$ cat src/rtl/fifo_arbiter.sv
// fifo_arbiter: two-requester round-robin write arbiter plus single read port
// in front of a downstream FIFO. Tracks the committed FIFO occupancy, issues
// registered write/read strobes, drains the FIFO on a flush pulse and latches
// into an ERROR state on any FIFO status fault until reset.
module fifo_arbiter #(
  parameter int DATA_W = 32,
  parameter int DEPTH  = 8
) (
  input  logic                       clk,
  input  logic                       reset,
  input  logic                       a_req,
  input  logic [DATA_W-1:0]          a_din,
  output logic                       a_gnt,
  input  logic                       b_req,
  input  logic [DATA_W-1:0]          b_din,
  output logic                       b_gnt,
  input  logic                       rd_req,
  output logic                       rd_gnt,
  input  logic                       flush,
  output logic                       fifo_wr_en,
  output logic [DATA_W-1:0]          fifo_din,
  output logic                       fifo_rd_en,
  input  logic                       fifo_rd_ack,
  input  logic                       fifo_wr_err,
  input  logic                       fifo_rd_err,
  output logic [$clog2(DEPTH):0]     count,
  output logic                       full,
  output logic                       empty,
  output logic                       err
);

  localparam int CW = $clog2(DEPTH) + 1;
  localparam logic [CW-1:0] DEPTH_C = CW'(DEPTH);
  localparam logic [CW-1:0] ONE_C   = CW'(1);

  typedef enum logic [1:0] {
    ST_RUN   = 2'd0,
    ST_DRAIN = 2'd1,
    ST_ERROR = 2'd2
  } state_t;

  state_t              state_q, state_d;
  logic [CW-1:0]       count_q, count_d;
  logic                last_b_q, last_b_d;   // 1: B was granted most recently
  logic                wr_en_q, wr_en_d;
  logic [DATA_W-1:0]   din_q, din_d;
  logic                rd_en_q, rd_en_d;
  logic                rd_pend_q;            // a read strobe went out last cycle

  logic                drain_rd;
  logic                wr_fire;
  logic                rd_fire;
  logic                err_in;
  logic                has_room;
  logic                has_data;

  // Occupancy update clamped to [0, DEPTH]; a simultaneous write and read
  // leaves the count unchanged.
  function automatic logic [CW-1:0] sat_count(input logic [CW-1:0] cur,
                                               input logic          inc,
                                               input logic          dec);
    logic [CW-1:0] res;
    res = cur;
    if (inc && !dec) begin
      if (cur != DEPTH_C) res = cur + ONE_C;
    end else if (dec && !inc) begin
      if (cur != '0) res = cur - ONE_C;
    end
    return res;
  endfunction

  assign has_room = (count_q != DEPTH_C);
  assign has_data = (count_q != '0);

  // A missing read acknowledge one cycle after a read strobe counts as a fault.
  assign err_in = fifo_wr_err | fifo_rd_err | (rd_pend_q & ~fifo_rd_ack);

  // FSM state register.
  always_ff @(posedge clk) begin
    if (reset) begin
      state_q <= ST_RUN;
    end else begin
      state_q <= state_d;
    end
  end

  // FSM next-state logic; a fault overrides every other transition.
  always_comb begin
    state_d = state_q;
    case (state_q)
      ST_RUN: begin
        if (flush) state_d = ST_DRAIN;
      end
      ST_DRAIN: begin
        // Leave at the edge where the last entry is read, or after one idle
        // cycle when the flush arrived with the FIFO already empty.
        if (count_q <= ONE_C) state_d = ST_RUN;
      end
      ST_ERROR: begin
        state_d = ST_ERROR;
      end
      default: begin
        state_d = ST_ERROR;
      end
    endcase
    if (err_in) state_d = ST_ERROR;
  end

  // FSM outputs: same-cycle grants in RUN and the internal drain read.
  always_comb begin
    a_gnt    = 1'b0;
    b_gnt    = 1'b0;
    rd_gnt   = 1'b0;
    drain_rd = 1'b0;
    if (!reset) begin
      case (state_q)
        ST_RUN: begin
          if (!flush) begin
            if (has_room) begin
              if (a_req && b_req) begin
                a_gnt = last_b_q;
                b_gnt = ~last_b_q;
              end else begin
                a_gnt = a_req;
                b_gnt = b_req;
              end
            end
            rd_gnt = rd_req & has_data;
          end
        end
        ST_DRAIN: begin
          drain_rd = has_data;
        end
        default: begin
        end
      endcase
    end
  end

  assign wr_fire = a_gnt | b_gnt;
  assign rd_fire = rd_gnt | drain_rd;

  // Next values for occupancy, round-robin pointer and FIFO strobes; a fault
  // cycle commits nothing so ERROR is entered with no strobe pending.
  always_comb begin
    count_d  = count_q;
    last_b_d = last_b_q;
    wr_en_d  = 1'b0;
    rd_en_d  = 1'b0;
    din_d    = din_q;
    if (!err_in) begin
      count_d = sat_count(count_q, wr_fire, rd_fire);
      wr_en_d = wr_fire;
      rd_en_d = rd_fire;
      if (a_gnt) begin
        last_b_d = 1'b0;
        din_d    = a_din;
      end else if (b_gnt) begin
        last_b_d = 1'b1;
        din_d    = b_din;
      end
    end
  end

  // Control registers: occupancy, pointer and strobes.
  always_ff @(posedge clk) begin
    if (reset) begin
      count_q   <= '0;
      last_b_q  <= 1'b1;
      wr_en_q   <= 1'b0;
      rd_en_q   <= 1'b0;
      rd_pend_q <= 1'b0;
    end else begin
      count_q   <= count_d;
      last_b_q  <= last_b_d;
      wr_en_q   <= wr_en_d;
      rd_en_q   <= rd_en_d;
      rd_pend_q <= rd_en_q;
    end
  end

  // Write data register; cleared on reset so the port idles at zero.
  always_ff @(posedge clk) begin
    if (reset) begin
      din_q <= '0;
    end else begin
      din_q <= din_d;
    end
  end

  assign fifo_wr_en = wr_en_q;
  assign fifo_din   = din_q;
  assign fifo_rd_en = rd_en_q;
  assign count      = count_q;
  assign full       = (count_q == DEPTH_C);
  assign empty      = (count_q == '0);
  assign err        = (state_q == ST_ERROR);

endmodule

$ cat config.mk
export PLATFORM = sky130hd
export DESIGN_NAME = fifo_arbiter
export DESIGN_NICKNAME = d
export VERILOG_FILES = /design/src/rtl/fifo_arbiter.sv
export SDC_FILE = /design/constraint.sdc
export NUM_CORES = 1
export LEC_CHECK = 0
export CORE_ASPECT_RATIO = 0.9
export CORE_MARGIN = 8
export CORE_UTILIZATION = 42
export DETAILED_ROUTE_END_ITERATION = 8
export PLACE_DENSITY = 0.86
export SYNTH_ARGS = -nofsm -noshare
export SYNTH_HDL_FRONTEND = slang
export SYNTH_SLANG_ARGS = --single-unit
$ cat constraint.sdc
create_clock -name clk -period 6.5 [get_ports clk]
set_input_delay 1.3 -clock clk [delete_from_list [all_inputs] [get_ports clk]]
set_output_delay 1.3 -clock clk [all_outputs]
set_load 0.1 [all_outputs]
Yosys cells after proc, flatten, opt, wreduce, memory -nomap -nowiden

Index checks and enable logic that the tools add are counted.

Bits in registers: 42
Bits in latches: 0
Memory bits (writable): 0
Bits in read-only memories: 0
Memories: 0

Add/sub/neg operators: 2
Multiply operators: 0
Divide/modulo/power cells: 0
$lt $le $gt $ge: 1
Equality and inequality tests: 9
Shifts and indexed selects: 0
Muxes and demuxes: 27
Bitwise gates (word level): 9
Reduce and logical (&&, ||, !) cells: 16

Operator list:

| cell                                                                  | number |
|---|---|
| 32-bit 2-to-1 mux                                                     | 2 |
| 1-bit 2-to-1 mux                                                      | 17 |
| 4-bit 2-to-1 mux                                                      | 4 |
| 2-bit 2-to-1 mux                                                      | 3 |
| 2-bit inequality test, second input constant                          | 3 |
| 3-bit inequality test, second input constant                          | 2 |
| 2-bit AND reduction                                                   | 3 |
| 2-bit nonzero test                                                    | 3 |
| 4-bit by 1-bit adder with 4-bit output, second input constant         | 1 |
| 4-bit == test, second input constant                                  | 1 |
| 4-bit by 1-bit <= comparator with 1-bit output, second input constant | 1 |
| 4-bit logical NOT                                                     | 1 |
| 4-bit inequality test, second input constant                          | 1 |
| 1-bit OR                                                              | 4 |
| 2-bit one-hot mux with 2 select lines                                 | 1 |
| 4-bit AND reduction                                                   | 1 |
| 4-bit nonzero test                                                    | 1 |
| 4-bit by 1-bit subtractor with 4-bit output, second input constant    | 1 |
| 1-bit logical AND                                                     | 3 |
| 1-bit NOT                                                             | 3 |
| 1-bit AND                                                             | 2 |
| 2-bit by 1-bit == test with 1-bit output, second input constant       | 1 |
| 2-bit == test, second input constant                                  | 1 |
| 1-bit logical NOT                                                     | 2 |
| other kinds (2)                                                       | 2 |

Logic depth before layout (Yosys ltp)

Word-level depth: 11
Gate-level depth with buffers: 12
Mapped depth without buffers: 10

Least setup slack after synthesis

OpenSTA, ideal clock, no wires.

Path type: register to output
Start: register count_q[0] (netlist: count[0])
End: output rd_gnt
Arrival time: 4173 ps
Required time: 5200 ps
Slack: 1027 ps
Cell stages (with the launch flop): 6
Buffers on the path: 0
Cell sequence: dfxtp_1 > inv_1 > ha_1 > nor3b_1 > nor3_1 > and3_1

Cells in the longest elaborated chain, start to end: 5

Ends and longest elaborated chain:

| item                   | RTL line | text |
|---|---|---|
| start, declared        | 43       | `logic [CW-1:0] count_q, count_d;` |
| start signal, assigned | 174      | `count_q <= count_d;` |
| 4-bit nonzero test     | 73       | `assign has_data = (count_q != '0);` |
| 1-bit AND              | 128      | `rd_gnt = rd_req & has_data;` |
| 1-bit 2-to-1 mux       | 118      | `if (!flush) begin` |
| 1-bit 2-to-1 mux       | 116      | `case (state_q)` |
| 1-bit 2-to-1 mux       | 115      | `if (!reset) begin` |
| end, declared          | 18       | `output logic rd_gnt,` |

No other way between the ends.

Final worst setup path

Start: input flush
End: output b_gnt

Cells in the longest elaborated chain, start to end: 3

Ends and longest elaborated chain:

| item             | RTL line | text |
|---|---|---|
| start, declared  | 19       | `input logic flush,` |
| 1-bit 2-to-1 mux | 118      |  |
| 1-bit 2-to-1 mux | 116      |  |
| 1-bit 2-to-1 mux | 115      |  |
| end, declared    | 16       | `output logic b_gnt,` |

No other way between the ends.

==> summary by stage <==
Clock tree
Gates resized during post-CTS repair numbered 0. The source-to-sink clock delay at the later pin of the worst-skew pair is 0.29 ns. The setup fix buffers added after clock tree synthesis is 0. TritonCTS built the clock tree.

The number of clock buffers added by TritonCTS is 5. Buffers inserted to repair hold after CTS numbered 0. The H-tree was split into 2 levels.

The tree is rooted in a sky130_fd_sc_hd__clkbuf_8. The number of buffers on the longest clock path is 2. Clock-pin slew was measured on the worst setup and hold paths at 0.08 ns. For this design, the sink count on the clock tree is 42.

Place
Input and output buffers added on the ports amount to 116. Routability-driven placement finished with a final weighted congestion of 0.7706. After legalization and detailed placement, the total HPWL measured 4920 µm.

Synthesis
The fraction of registers with async set/reset is 0%. The number of storage elements in the synthesis netlist is 42. The number of nets handed over by synthesis was 328. The top flip-flop cell by instance count after synthesis is sky130_fd_sc_hd__dfxtp_1. The count of warnings emitted by yosys is 0. The count of flip-flops with a built-in enable after synthesis is 0. The synthesized netlist occupies a cell area of 0.002160 mm². The sequential fraction of the synthesis area is 38.93%. Yosys mapped the design onto 34 distinct sky130hd cell types.

In the synthesized netlist, the number of instances is 250. After synthesis, the mean cell area works out to 8.638 µm².

Routing
The violation count after the first detailed-routing iteration is 70. Summing over every cut layer, the via total after detailed routing is 2,219. The via-per-instance ratio is 5.283. The first detailed-routing pass ran for 4 iterations. The remaining antenna violation count after routing is 0. The number of design rule violations left after detail routing is 0. The total wirelength of the detailed-routed design is 6900 µm.

The average wire length per cell after detail routing is 16.43 µm.

Setup path
The worst setup path is of the primary input to output port kind. Together, buffers and inverters on the worst path number 2. The signal arrival time at the worst endpoint is 3.45 ns. STA puts the critical path data required time at 5.20 ns. The worst-case register-to-register setup slack is 3.67 ns. The worst setup path is captured at an output port.

In this design, the critical path's most frequently occurring cell is sky130_fd_sc_hd__clkdlybuf4s50_1. For this run, the slowest stage of the critical path takes 1.14 ns. The launching element type of the critical path is a primary input. Walking the worst path, the cells encountered are clkdlybuf4s50_1 -> nor4_4 -> and4_1 -> clkdlybuf4s50_1. Broken down by cell family, the worst path's largest delay share belongs to buffers and inverters. Among all stages on the critical path, the largest delay is contributed by sky130_fd_sc_hd__clkdlybuf4s50_1. The highest fanout seen on the critical path is 3.

Global routing
The initial antenna violation count is 0. The layer flagged by global routing as most heavily used is met2. Entering global routing, the biggest net connects 41 pins. The global-route wire length before repair is 11,230 µm. The global routing met3 resource utilization is 6.745%.

The leftover overflow at the end of global routing is 0. The combined global-route utilization of all metal layers is 17.43%. The via count of the first global-routing pass is 2,219. The met1 layer usage reported by global route is 20.18%. Global routing used 28.78% of the available met2 tracks.

Finish
The top cell types in the final layout, fill and taps aside, are 114 x sky130_fd_sc_hd__clkdlybuf4s50_1, 66 x sky130_fd_sc_hd__nand2_1, 42 x sky130_fd_sc_hd__dfxtp_1. Cells with a size suffix above 1 make up 8.732% of the layout. The number of antenna repair diodes is 0. At the end of the flow the core is filled with cells to 68.84%. The net total in the final layout is 432. Compared with the post-synthesis result, the final layout area differs by 56.03%.

Leaving out fill and tap cells, the most frequent cell in the layout is sky130_fd_sc_hd__clkdlybuf4s50_1.

Hold path
The class of the tightest hold or removal check is flip-flop to flip-flop.

STA
The worst clock skew is 0.004599 ns. The slew at the pin closest to its max-slew limit is 1.024 ns. Setup repair after global routing left no endpoint under its margin.

The worst pin sits at a relative slew slack of 31.49%. The part of the cycle the worst path needs is 73.03%. The accumulated negative setup slack is 0 ns. For this run, the top clock speed supported by timing is 0.2106 GHz. The max-slew violation total from the final report is 0. The final-report hold violation count was 0. The worst path needs 4.747 ns of the cycle, external delays included.

The final setup violation count is 0.

Floorplanning
The initial cell density of the core is 44.12%. The I/O pin total is 117. The number of placement rows is 24. The placeable core area is 0.004895 mm². The full die area is 0.007695 mm². In this run the horizontal extent of the chip is 91.59 µm. The overall die height is 84.03 µm.

Power and ir drop
Power spread over the standard cell area amounts to 167.5 mW/mm². The leakage power summed over all cells is 1.204 nW. Across the VDD grid, the largest voltage drop is 0.0001057 V.

Job
The reported max-cap violation count is 0.

Status
The run finished with clean final reports.
[worst reg2reg max path: stages (launching register included)]
cell and delay (ns):
sky130_fd_sc_hd__dfxtp_1 0.44, sky130_fd_sc_hd__inv_1 0.12, sky130_fd_sc_hd__ha_1 0.27, sky130_fd_sc_hd__nand3b_4 0.12, sky130_fd_sc_hd__o211a_1 0.15, sky130_fd_sc_hd__buf_4 0.35
sky130_fd_sc_hd__ha_1 0.36, sky130_fd_sc_hd__xor2_1 0.20, sky130_fd_sc_hd__o2111ai_2 0.20, sky130_fd_sc_hd__or3_1 0.39, sky130_fd_sc_hd__a21oi_1 0.15
[registers in the layout, indices dropped and copies added, names as in the netlist]
name / cells
rd_pend_q: 1
state_q: 2
count: 4
fifo_wr_en: 1
fifo_din: 32
fifo_rd_en: 1
last_b_q: 1
[metal layers]
| metal | routed length [µm] | vias to the layer above |
|---|---|---|
| li1 | - | 1099 |
| met1 | 2951 | 1039 |
| met2 | 3288 | 77 |
| met3 | 586 | 4 |
| met4 | 74 | 0 |
| met5 | 0 | - |
[cells by family (layout without fill, tap and decap cells)]
logic type | count (synthesis) | after routing | synth area share, %
xor+xnor | 3 | 3 | 1.217
fa+ha+maj | 5 | 5 | 2.897
buf+inv | 30 | 135 | 7.995
simple gates | 92 | 92 | 20.05
flops | 42 | 42 | 38.93
compound gates | 76 | 76 | 27.98
mux | 2 | 2 | 0.9270
[cells in the mapped netlist, types with 3 or more instances]
cell type                  instances  area, µm²
sky130_fd_sc_hd__a21oi_1          35      175.2
sky130_fd_sc_hd__a311oi_1         20      175.2
sky130_fd_sc_hd__a311oi_2         12      180.2
sky130_fd_sc_hd__buf_4             7      52.55
sky130_fd_sc_hd__buf_6             4      45.04
sky130_fd_sc_hd__clkbuf_1         11      41.29
sky130_fd_sc_hd__dfxtp_1          42      840.8
sky130_fd_sc_hd__ha_1              5      62.56
sky130_fd_sc_hd__inv_1             5      18.77
sky130_fd_sc_hd__nand2_1          66      247.7
sky130_fd_sc_hd__nand2b_1          3      18.77
sky130_fd_sc_hd__nor2_1            6      22.52
sky130_fd_sc_hd__o21ai_0           3      15.01
[layout make-up]
type	count	area [µm²]
Timing Repair Buffer	121	1191
Clock inverter	2	13.76
Tap cell	65	81.33
Clock buffer	6	72.57
Inverter	6	23.77
Multi-Input combinational cell	178	1146
Fill cell	404	1525
Sequential cell	42	840.8
[through the flow]
stage | std cells | instance area [µm²] | power, mW | hold WS (ns) | setup WS, ns
2_1_floorplan | 250 | 2160 | 0.3458 | 0.5060 | 1.027
3_3_place_gp | 412 | 3283 | 0.4039 | 0.4618 | 1.789
3_5_place_dp | 412 | 3283 | 0.4057 | 0.4796 | 1.747
4_1_cts | 420 | 3369 | 0.5692 | 0.4926 | 1.744
5_1_grt | 420 | 3369 | 0.5908 | 0.5083 | 1.703
6_report | 420 | 3369 | 0.5643 | 0.4857 | 1.753
[path summary, 6_finish.rpt]
path                                 start         to  cells after the start
worst min register to register  fifo_rd_en  rd_pend_q                      1
worst min-delay path            fifo_rd_en  rd_pend_q                      1
worst max register to register    count[0]   count[2]                     10
worst max-delay path                 flush      b_gnt                      4
[power by group]
part	total, mW	switching [mW]	leakage (nW)	internal [mW]
clock network	0.165	0.0890	0.0452	0.0758
logic	0.134	0.0759	0.819	0.0584
registers	0.265	0.00324	0.340	0.262
total	0.564	0.168	1.20	0.396
(Power assumes the default switching activity.)
